[config.mk]
export PLATFORM = sky130hd
export DESIGN_NAME = core_boot_sequencer
export DESIGN_NICKNAME = d
export VERILOG_FILES = /design/src/rtl/core_boot_sequencer.sv
export SDC_FILE = /design/constraint.sdc
export NUM_CORES = 1
export LEC_CHECK = 0
export ABC_AREA = 1
export BUFFER_PORTS_ARGS = -buffer_cell sky130_fd_sc_hd__buf_4
export CORE_AREA = 2 2 150 152
export CTS_CLUSTER_DIAMETER = 80
export DETAILED_ROUTE_END_ITERATION = 6
export DIE_AREA = 0 0 152 154
export GPL_TIMING_DRIVEN = 0
export SLEW_MARGIN = 20
export SYNTH_ARGS = -nofsm -noshare
export SYNTH_HDL_FRONTEND = slang
export SYNTH_SLANG_ARGS = --single-unit
[constraint.sdc]
create_clock -name clk -period 3.5 [get_ports clk]
set_input_delay 1.05 -clock clk [delete_from_list [all_inputs] [get_ports clk]]
set_output_delay 1.05 -clock clk [all_outputs]
set_load 0.03 [all_outputs]
[src/rtl/core_boot_sequencer.sv]
// Core boot sequencer: initialises data memory from an image, then streams
// INSTR/REG/BAR/PC packets to each core in turn, then monitors the cores'
// PASS/FAIL/DONE stores until every core has finished.

package core_boot_pkg;
  typedef enum logic [2:0] {
    OP_NULL  = 3'd0,
    OP_INSTR = 3'd1,
    OP_REG   = 3'd2,
    OP_BAR   = 3'd3,
    OP_PC    = 3'd4
  } net_op_e;

  typedef struct packed {
    logic [9:0]  id;        // one-hot destination core
    logic [3:0]  reserved;
    net_op_e     net_op;
    logic [9:0]  net_addr;
    logic [31:0] net_data;
  } net_packet_s;
endpackage

module core_boot_sequencer
  import core_boot_pkg::*;
#(
  parameter int          NUM_CORES_P   = 4,
  parameter int          INSTR_DEPTH_P = 1024,
  parameter int          DATA_DEPTH_P  = 1024,
  parameter int          REG_COUNT_P   = 64,
  parameter logic [31:0] BAR_MASK_P    = 32'h2,
  parameter logic [31:0] START_PC_P    = 32'h5,
  localparam int MAXD_P = ((INSTR_DEPTH_P > DATA_DEPTH_P) ? INSTR_DEPTH_P : DATA_DEPTH_P) > REG_COUNT_P
                          ? ((INSTR_DEPTH_P > DATA_DEPTH_P) ? INSTR_DEPTH_P : DATA_DEPTH_P) : REG_COUNT_P,
  localparam int AW = (MAXD_P > 1) ? $clog2(MAXD_P) : 1,
  localparam int CW = (NUM_CORES_P > 1) ? $clog2(NUM_CORES_P) : 1
) (
  input  logic                             clk,
  input  logic                             n_reset,
  input  logic                             start_i,
  output logic                             busy_o,
  output logic [1:0]                       img_sel_o,
  output logic [AW-1:0]                    img_addr_o,
  input  logic [39:0]                      img_data_i,
  output logic                             mem_wen_o,
  output logic [31:0]                      mem_addr_o,
  output logic [31:0]                      mem_wdata_o,
  output logic                             pkt_valid_o,
  input  logic                             pkt_ready_i,
  output logic [$bits(net_packet_s)-1:0]   pkt_o,
  input  logic [NUM_CORES_P-1:0]           mon_valid_i,
  input  logic [32*NUM_CORES_P-1:0]        mon_addr_i,
  output logic                             done_o,
  output logic                             fail_o,
  output logic [CW-1:0]                    fail_core_o,
  output logic [8*NUM_CORES_P-1:0]         pass_count_o,
  output logic [31:0]                      cycle_count_o
);

  typedef enum logic [2:0] {
    S_IDLE, S_MEM_INIT, S_INSTR, S_REG, S_BAR, S_PC, S_RUN, S_DONE
  } state_e;

  state_e                        state_q, state_d;
  logic [AW-1:0]                 idx_q, idx_d;
  logic [CW-1:0]                 core_q, core_d;
  logic                          fail_q, fail_d;
  logic [CW-1:0]                 fail_core_q, fail_core_d;
  logic [NUM_CORES_P-1:0]        fin_q, fin_d;
  logic [NUM_CORES_P-1:0][7:0]   pass_q, pass_d;
  logic [31:0]                   cyc_q, cyc_d;

  logic [NUM_CORES_P-1:0][31:0]  mon_addr;
  logic [NUM_CORES_P-1:0]        mon_bad, mon_good, mon_pass;
  net_packet_s                   pkt;
  logic                          pkt_fire;
  logic                          unused_img_bits;

  assign mon_addr        = mon_addr_i;
  assign unused_img_bits = ^img_data_i[39:38];
  assign pkt_fire        = pkt_valid_o && pkt_ready_i;

  // Classify each core's store address into fail / finished / pass events.
  always_comb begin
    mon_bad  = '0;
    mon_good = '0;
    mon_pass = '0;
    for (int c = 0; c < NUM_CORES_P; c++) begin
      mon_bad[c]  = mon_valid_i[c] && (mon_addr[c] == 32'hDEAD_DEAD);
      mon_good[c] = mon_valid_i[c] && (mon_addr[c] == 32'h600D_BEEF);
      mon_pass[c] = mon_valid_i[c] && (mon_addr[c] == 32'hC0FF_EEEE);
    end
  end

  // Image read, memory write and packet formation for the current state.
  always_comb begin
    pkt         = '0;
    pkt_valid_o = 1'b0;
    img_sel_o   = 2'd0;
    img_addr_o  = '0;
    mem_wen_o   = 1'b0;
    mem_addr_o  = '0;
    mem_wdata_o = '0;
    case (state_q)
      S_MEM_INIT: begin
        img_addr_o  = idx_q;
        mem_wen_o   = 1'b1;
        mem_addr_o  = 32'(idx_q) << 2;
        mem_wdata_o = img_data_i[31:0];
      end
      S_INSTR: begin
        img_sel_o    = 2'd1;
        img_addr_o   = idx_q;
        pkt_valid_o  = 1'b1;
        pkt.id       = 10'd1 << core_q;
        pkt.net_op   = OP_INSTR;
        pkt.net_addr = 10'(idx_q);
        pkt.net_data = {16'h0, img_data_i[15:0]};
      end
      S_REG: begin
        img_sel_o    = 2'd2;
        img_addr_o   = idx_q;
        pkt_valid_o  = 1'b1;
        pkt.id       = 10'd1 << core_q;
        pkt.net_op   = OP_REG;
        pkt.net_addr = {4'h0, img_data_i[37:32]};
        pkt.net_data = img_data_i[31:0];
      end
      S_BAR: begin
        pkt_valid_o  = 1'b1;
        pkt.id       = 10'd1 << core_q;
        pkt.net_op   = OP_BAR;
        pkt.net_addr = 10'd24;
        pkt.net_data = BAR_MASK_P;
      end
      S_PC: begin
        pkt_valid_o  = 1'b1;
        pkt.id       = 10'd1 << core_q;
        pkt.net_op   = OP_PC;
        pkt.net_addr = 10'd0;
        pkt.net_data = START_PC_P;
      end
      default: ;
    endcase
  end

  assign pkt_o = pkt;

  // Sequencing, per-core finish tracking and RUN-phase counters.
  always_comb begin
    state_d     = state_q;
    idx_d       = idx_q;
    core_d      = core_q;
    fail_d      = fail_q;
    fail_core_d = fail_core_q;
    fin_d       = fin_q;
    pass_d      = pass_q;
    cyc_d       = cyc_q;
    case (state_q)
      S_IDLE, S_DONE: begin
        if (start_i) begin
          state_d     = S_MEM_INIT;
          idx_d       = '0;
          core_d      = '0;
          fail_d      = 1'b0;
          fail_core_d = '0;
          fin_d       = '0;
          pass_d      = '0;
          cyc_d       = '0;
        end
      end
      S_MEM_INIT: begin
        if (idx_q == AW'(DATA_DEPTH_P - 1)) begin
          state_d = S_INSTR;
          idx_d   = '0;
          core_d  = '0;
        end else begin
          idx_d = idx_q + 1'b1;
        end
      end
      S_INSTR: begin
        if (pkt_fire) begin
          if (idx_q == AW'(INSTR_DEPTH_P - 1)) begin
            state_d = S_REG;
            idx_d   = '0;
          end else begin
            idx_d = idx_q + 1'b1;
          end
        end
      end
      S_REG: begin
        if (pkt_fire) begin
          if (idx_q == AW'(REG_COUNT_P - 1)) begin
            state_d = S_BAR;
            idx_d   = '0;
          end else begin
            idx_d = idx_q + 1'b1;
          end
        end
      end
      S_BAR: begin
        if (pkt_fire) state_d = S_PC;
      end
      S_PC: begin
        if (pkt_fire) begin
          if (core_q == CW'(NUM_CORES_P - 1)) begin
            state_d = S_RUN;
          end else begin
            state_d = S_INSTR;
            core_d  = core_q + 1'b1;
            idx_d   = '0;
          end
        end
      end
      S_RUN: begin
        if (cyc_q != 32'hFFFF_FFFF) cyc_d = cyc_q + 32'd1;
        fin_d = fin_q | mon_bad | mon_good;
        for (int c = 0; c < NUM_CORES_P; c++) begin
          if (mon_pass[c] && (pass_q[c] != 8'hFF)) pass_d[c] = pass_q[c] + 8'd1;
        end
        // Only the first failing cycle records a core; lowest index wins ties.
        if (!fail_q && (|mon_bad)) begin
          fail_d = 1'b1;
          for (int c = NUM_CORES_P - 1; c >= 0; c--) begin
            if (mon_bad[c]) fail_core_d = CW'(c);
          end
        end
        if (&fin_d) state_d = S_DONE;
      end
      default: state_d = S_IDLE;
    endcase
  end

  // State and counter registers with synchronous active-low reset.
  always_ff @(posedge clk) begin
    if (!n_reset) begin
      state_q     <= S_IDLE;
      idx_q       <= '0;
      core_q      <= '0;
      fail_q      <= 1'b0;
      fail_core_q <= '0;
      fin_q       <= '0;
      pass_q      <= '0;
      cyc_q       <= '0;
    end else begin
      state_q     <= state_d;
      idx_q       <= idx_d;
      core_q      <= core_d;
      fail_q      <= fail_d;
      fail_core_q <= fail_core_d;
      fin_q       <= fin_d;
      pass_q      <= pass_d;
      cyc_q       <= cyc_d;
    end
  end

  assign busy_o        = (state_q != S_IDLE) && (state_q != S_DONE);
  assign done_o        = (state_q == S_DONE);
  assign fail_o        = fail_q;
  assign fail_core_o   = fail_core_q;
  assign pass_count_o  = pass_q;
  assign cycle_count_o = cyc_q;

endmodule
==> results of run 1 <==
## area by class of cell
class                   instances  area, um2
inverters                     202        768
multi-input cells             981       4550
repair buffers                346       2600
plain buffers                  60        393
clock inverters                 5       58.8
well taps                     280        350
clock buffers                  11        243
flip-flops and latches         86       1720
fillers                      2353      11000
## layer usage
| layer | routed length [um] | up-vias | GRT usage |
|---|---|---|---|
| met2 | 13200 | 318 | 0.396 |
| met1 | 13200 | 4070 | 0.317 |
| li1 | - | 4795 | - |
| met3 | 1970 | 32 | 0.0513 |
| met4 | 396 | 0 | 0.0538 |
| met5 | 0 | - | 0 |
## final timing paths
path	from	end	slack, ns
worst max-delay path	state_q[1]	pkt_o[19]	0.19
worst min-delay path	fin_q[1]	fin_q[1]	0.47
worst max register to register	state_q[2]	pass_count_o[2]	1.24
worst min register to register	fin_q[1]	fin_q[1]	0.47
## logic make-up (layout without fill, tap and decap cells)
family,count (synthesis),count (layout),synth area share
AND/OR/NAND/NOR,795,795,0.471
buffers and inverters,263,624,0.159
AO/OA/AOI/OAI,124,124,0.0922
flip-flops,86,86,0.235
XOR/XNOR,18,18,0.0215
adder cells (fa/ha/maj),12,12,0.0205
other,1,32,0.000513
## sequential cells by signal, summed over array words and instances (netlist names)
signal	count
state_q	3
core_q	2
cycle_count_o	32
fail_core_o	2
fail_o	1
fin_q	4
idx_q	10
pass_count_o	32
## synth_stat cells, types with 2 or more instances
cell type	n	share of area
nand2_1	294	0.15
nor2_1	284	0.15
inv_1	189	0.097
nand3_1	95	0.065
dfxtp_1	86	0.24
a21oi_1	77	0.053
nor3_1	43	0.029
buf_4	37	0.038
nand4_1	32	0.027
o21ai_0	25	0.017
clkbuf_1	17	0.0087
xor2_1	14	0.017
ha_1	12	0.021
inv_2	10	0.0051
nor4_1	6	0.0051
o21ai_1	6	0.0041
or2_2	6	0.0051
nand2_2	5	0.0043
nand3b_1	5	0.0051
buf_2	4	0.0027
o21ai_2	4	0.0048
xnor2_1	4	0.0048
and2_0	3	0.0026
buf_6	3	0.0046
nand2_4	3	0.0046
nor2_2	3	0.0026
nor2_4	3	0.0046
a211oi_1	2	0.0021
a31oi_1	2	0.0017
and3_1	2	0.0017
inv_4	2	0.0017
nand3_2	2	0.0027
nor3_2	2	0.0027
## metrics by stage
stage	std cells	area, um2	hold slack, ns
global route	1971	10700	0.484
floorplan	1330	7430	0.444
CTS	1971	10700	0.465
detailed placement	1956	10400	0.455
finish	1971	10700	0.466
global placement	1956	10400	0.451
## power groups by stage
stage          registers (mW)  clock network, mW  logic [mW]
2_1_floorplan            1.10                  0        1.31
3_3_place_gp             1.09                  0        2.10
3_5_place_dp             1.09                  0        2.11
4_1_cts                  1.07               1.01        2.12
5_1_grt                  1.07               1.05        2.30
6_report                 1.07              0.988        2.11
## tightest hold or removal path, cell delays in order (launching register included)
cell and delay, ns:
dfxtp_1 0.31, nand2_1 0.06, a21oi_1 0.05
## repair_timing
item,4_1_cts,5_1_grt
pin swaps,0,0
setup endpoints to repair,10,11
resized for setup,1,4
==> results.json, run 1 <==
{
  "run_status": "complete, no violations",
  "postSynth.asyncResetShare": 0,
  "critical_path_class": "flop to output pin",
  "grt_pass1_vias": 8646,
  "layout.nets": 1874,
  "cts.path.max_buffers": 2,
  "synth-main-ff-cell": "dfxtp_1",
  "hp-class": "flop to flop",
  "cts_made_buffers": 9,
  "start_util": 0.337,
  "die_width_um": 152,
  "p_seq_frac": 0.256,
  "htreeDepth": 3,
  "yosysUniqueCellTypes": 50,
  "slowest_delay_ns": 0.35,
  "grt_max_degree": 17,
  "tightest_slew_ns": 0.784,
  "crit_fanout": 16,
  "drt_first_iter_violations": 569,
  "routed_wl_um": 28700,
  "track_usage": 0.238,
  "crit_cells": 8,
  "core_area_um2": 21700,
  "grt_pass1_wl_um": 45700,
  "fin_ws_ns": 0.187,
  "wl_per_cell_um": 14.6,
  "route.detailed.drc": 0,
  "fin_crit_ns": 3.31,
  "first_pass_iters": 7,
  "power_mw": 4.16,
  "via_per_inst": 4.68,
  "dr_total_vias": 9215,
  "cts_root_buf": "clkbuf_16",
  "path_cells": "buf_6, inv_2, ha_1, clkbuf_1, nor2_2, nand2_2, nor2_2, buf_4",
  "ys_ff_latch": 86,
  "die_area_um2": 23400,
  "share_comb_of_total_power": 0.507,
  "cp.required_ns": 2.45,
  "syn_area_per_cell_um2": 5.63,
  "cp_top_family": "simple AND/OR/NAND/NOR gates",
  "finalSetupViolations": 0,
  "setup-tns-final_ns": 0,
  "min_period_over_period": 0.947,
  "fin_worst_skew_ns": 0.00689,
  "layout-drive-gt1-share": 0.270,
  "yosysSeqAreaShare": 0.235,
  "power_density_nw_per_um2": 390,
  "final_common_cell": "buf_4",
  "crit_top_cell": "nor2_2",
  "cts.clk_slew.worst_paths_ns": 0.06,
  "utilization": 0.493,
  "cts.sink_count": 86,
  "synth_warnings": 0,
  "end_kind": "output pin",
  "port_buffers": 346,
  "final_cell_mix": "buf_4, nand2_1, nor2_1, inv_1, nand3_1",
  "placement_rows": 54,
  "intPower_mw": 2.27,
  "ctsHoldBuffers": 0,
  "cpMaxStageDelayCell": "dfxtp_1",
  "max_slew_margin": 0.474,
  "ir_worst_vdd_mv": 0.336,
  "cts_tree": "built",
  "io_pins": 382,
  "p_clk_frac": 0.237,
  "slew_violations": 0,
  "worst_ep_arrival_time_ns": 2.26,
  "area_growth_pct": 46.1,
  "num_antenna_cells": 0,
  "hpwl_um": 23700,
  "pre_cts_slack_ns": 0.166,
  "p_sw_frac": 0.455,
  "die_h_um": 154,
  "crit_buf_inv": 4,
  "cts_setup_buffers": 0,
  "p_switching_mw": 1.89,
  "clk_latency_ns": 0.35,
  "reg2regPathDepth": 9,
  "drv_cap": 0,
  "syn_area_um2": 7320,
  "p_leak_nw": 5.18,
  "hold_violations": 0,
  "netlist_instances": 1299,
  "synth_edf_count": 0,
  "max_freq_mhz": 302,
  "antenna_found_initial": 0,
  "grt_remaining_overflow": 0,
  "critPathLaunchType": "flop",
  "holdPathStages": 2,
  "rsz0062_at_grt": "no",
  "gp_congestion": 0.890,
  "final_antenna_net_count": 0
}
Note: power is estimated with default switching activity, not from simulation.
==> run 2, diff against run 1 <==
- CORE_AREA: 2 2 150 152 -> 2 2 148 150
- DIE_AREA: 0 0 152 154 -> 0 0 150 152
==> run 2 against run 1 <==
Net effect: power increased by 0.54%; via count increased by 0.88%; first-iteration DRC count decreased by 8.1%; largest power group unchanged; clock skew decreased by 0.0021 ns; clock power about the same; sequential share of layout area about the same; critical path depth increased by 1; non-clock buffer count unchanged; cell area about the same; final cell count unchanged; setup slack improved by 0.0042 ns; combinational power about the same.
==> results.json, run 2 (synthesis gave the netlist of run 1 again) <==
{
  "run_status": "complete, no violations",
  "tightest_slew_ns": 0.833,
  "hold_violations": 0,
  "cts.clk_slew.worst_paths_ns": 0.07,
  "antenna_found_initial": 0,
  "final.fill_count": 2331,
  "layout-drive-gt1-share": 0.269,
  "hold_slack_ns": 0.465,
  "final_common_cell": "buf_4",
  "worst_ep_arrival_time_ns": 2.26,
  "fin_crit_ns": 3.31,
  "cp_top_family": "buffers and inverters",
  "crit_fanout": 10,
  "ir_worst_vdd_mv": 0.358,
  "placement_rows": 54,
  "fin_ws_ns": 0.191,
  "hp-class": "flop to flop",
  "port_buffers": 346,
  "ctsHoldBuffers": 0,
  "slowest_delay_ns": 0.36,
  "cts_tree": "built",
  "grt_pass1_vias": 8690,
  "first_pass_iters": 5,
  "p_sw_frac": 0.454,
  "p_seq_frac": 0.254,
  "final_cell_mix": "buf_4, nand2_1, nor2_1, inv_1, nand3_1",
  "final_cells": 1971,
  "fin_worst_skew_ns": 0.00484,
  "area_growth_pct": 46.0,
  "pre_cts_slack_ns": 0.256,
  "io_pins": 382,
  "min_period_over_period": 0.945,
  "power_density_nw_per_um2": 392,
  "critPathLaunchType": "flop",
  "num_antenna_cells": 0,
  "die_width_um": 150,
  "dr_total_vias": 9296,
  "finalSetupViolations": 0,
  "numPlacedInstances": 1956,
  "cts_setup_buffers": 0,
  "p_switching_mw": 1.90,
  "grt_remaining_overflow": 0,
  "grt_max_degree": 15,
  "wl_per_cell_um": 14.6,
  "gp_congestion": 0.901,
  "cp.required_ns": 2.45,
  "hpwl_um": 23500,
  "p_leak_nw": 5.19,
  "track_usage": 0.245,
  "critical_path_class": "flop to output pin",
  "crit_buf_inv": 5,
  "slew_violations": 0,
  "drt_first_iter_violations": 523,
  "max_slew_margin": 0.441,
  "setup-tns-final_ns": 0,
  "die_area_um2": 22800,
  "rsz0062_at_grt": "no",
  "path_cells": "buf_6, inv_2, ha_1, clkbuf_1, nor2_2, nand2_2, buf_2, nor2_1, buf_4",
  "r2r_setup_slack_ns": 1.25,
  "cts_made_buffers": 9,
  "cts_root_buf": "clkbuf_16",
  "layout.nets": 1874,
  "htreeDepth": 3,
  "max_freq_mhz": 302,
  "via_per_inst": 4.72,
  "cpMaxStageDelayCell": "dfxtp_1",
  "final_antenna_net_count": 0,
  "drv_cap": 0,
  "route.detailed.drc": 0,
  "cts.sink_count": 86,
  "cts.path.max_buffers": 2,
  "end_kind": "output pin",
  "die_h_um": 152,
  "clk_latency_ns": 0.35,
  "core_area_um2": 21400,
  "power_mw": 4.19,
  "share_comb_of_total_power": 0.505,
  "intPower_mw": 2.28,
  "start_util": 0.343,
  "routed_wl_um": 28800,
  "p_clk_frac": 0.241,
  "grt_pass1_wl_um": 44900
}
run 2: final cells by class:
type	instances	area (um2)	share of cell area
multi-input cells	981	4550	0.426
inverters	202	768	0.0719
repair buffers	346	2600	0.243
flip-flops and latches	86	1720	0.161
well taps	280	350	0.0328
clock buffers	12	256	0.0240
clock inverters	4	45.0	0.00422
plain buffers	60	393	0.0368
run 2: tightest hold or removal path: stages (launching register included):
cell	delay, ns
dfxtp_1	0.31
nand2_1	0.06
a21oi_1	0.05
run 2: metal layers:
layer | routed length [um] | track usage | up-vias
met5 | 0 | 0 | -
met2 | 13200 | 0.410 | 347
met1 | 12600 | 0.314 | 4134
met4 | 363 | 0.0472 | 0
met3 | 2610 | 0.0679 | 28
li1 | - | - | 4787
run 2: power groups by stage:
stage / registers [mW] / clock network (mW) / logic [mW]
after floorplan: 1.10 / 0 / 1.31
after global placement: 1.08 / 0 / 2.11
after detailed placement: 1.09 / 0 / 2.11
after CTS: 1.06 / 1.03 / 2.12
after global routing: 1.07 / 1.07 / 2.30
final: 1.06 / 1.01 / 2.11
run 2: per-stage QoR:
step           utilization  area (um2)
3_3_place_gp         0.486       10400
3_5_place_dp         0.486       10400
5_1_grt              0.500       10700
6_report             0.500       10700
4_1_cts              0.500       10700
2_1_floorplan            -        7430
run 2: timing repair:
action | 4_1_cts | 5_1_grt
endpoints found under the hold margin | 0 | 0
setup endpoints to repair | 12 | 11
gates resized for setup | 1 | 3
run 2: path summary, 6_finish.rpt:
| kind | startpoint | to | cells past startpoint |
|---|---|---|---|
| worst min register to register | fin_q[3] | fin_q[3] | 2 |
| worst min-delay path | fin_q[3] | fin_q[3] | 2 |
| worst max register to register | state_q[2] | cycle_count_o[7] | 9 |
| worst max-delay path | state_q[1] | pkt_o[29] | 9 |
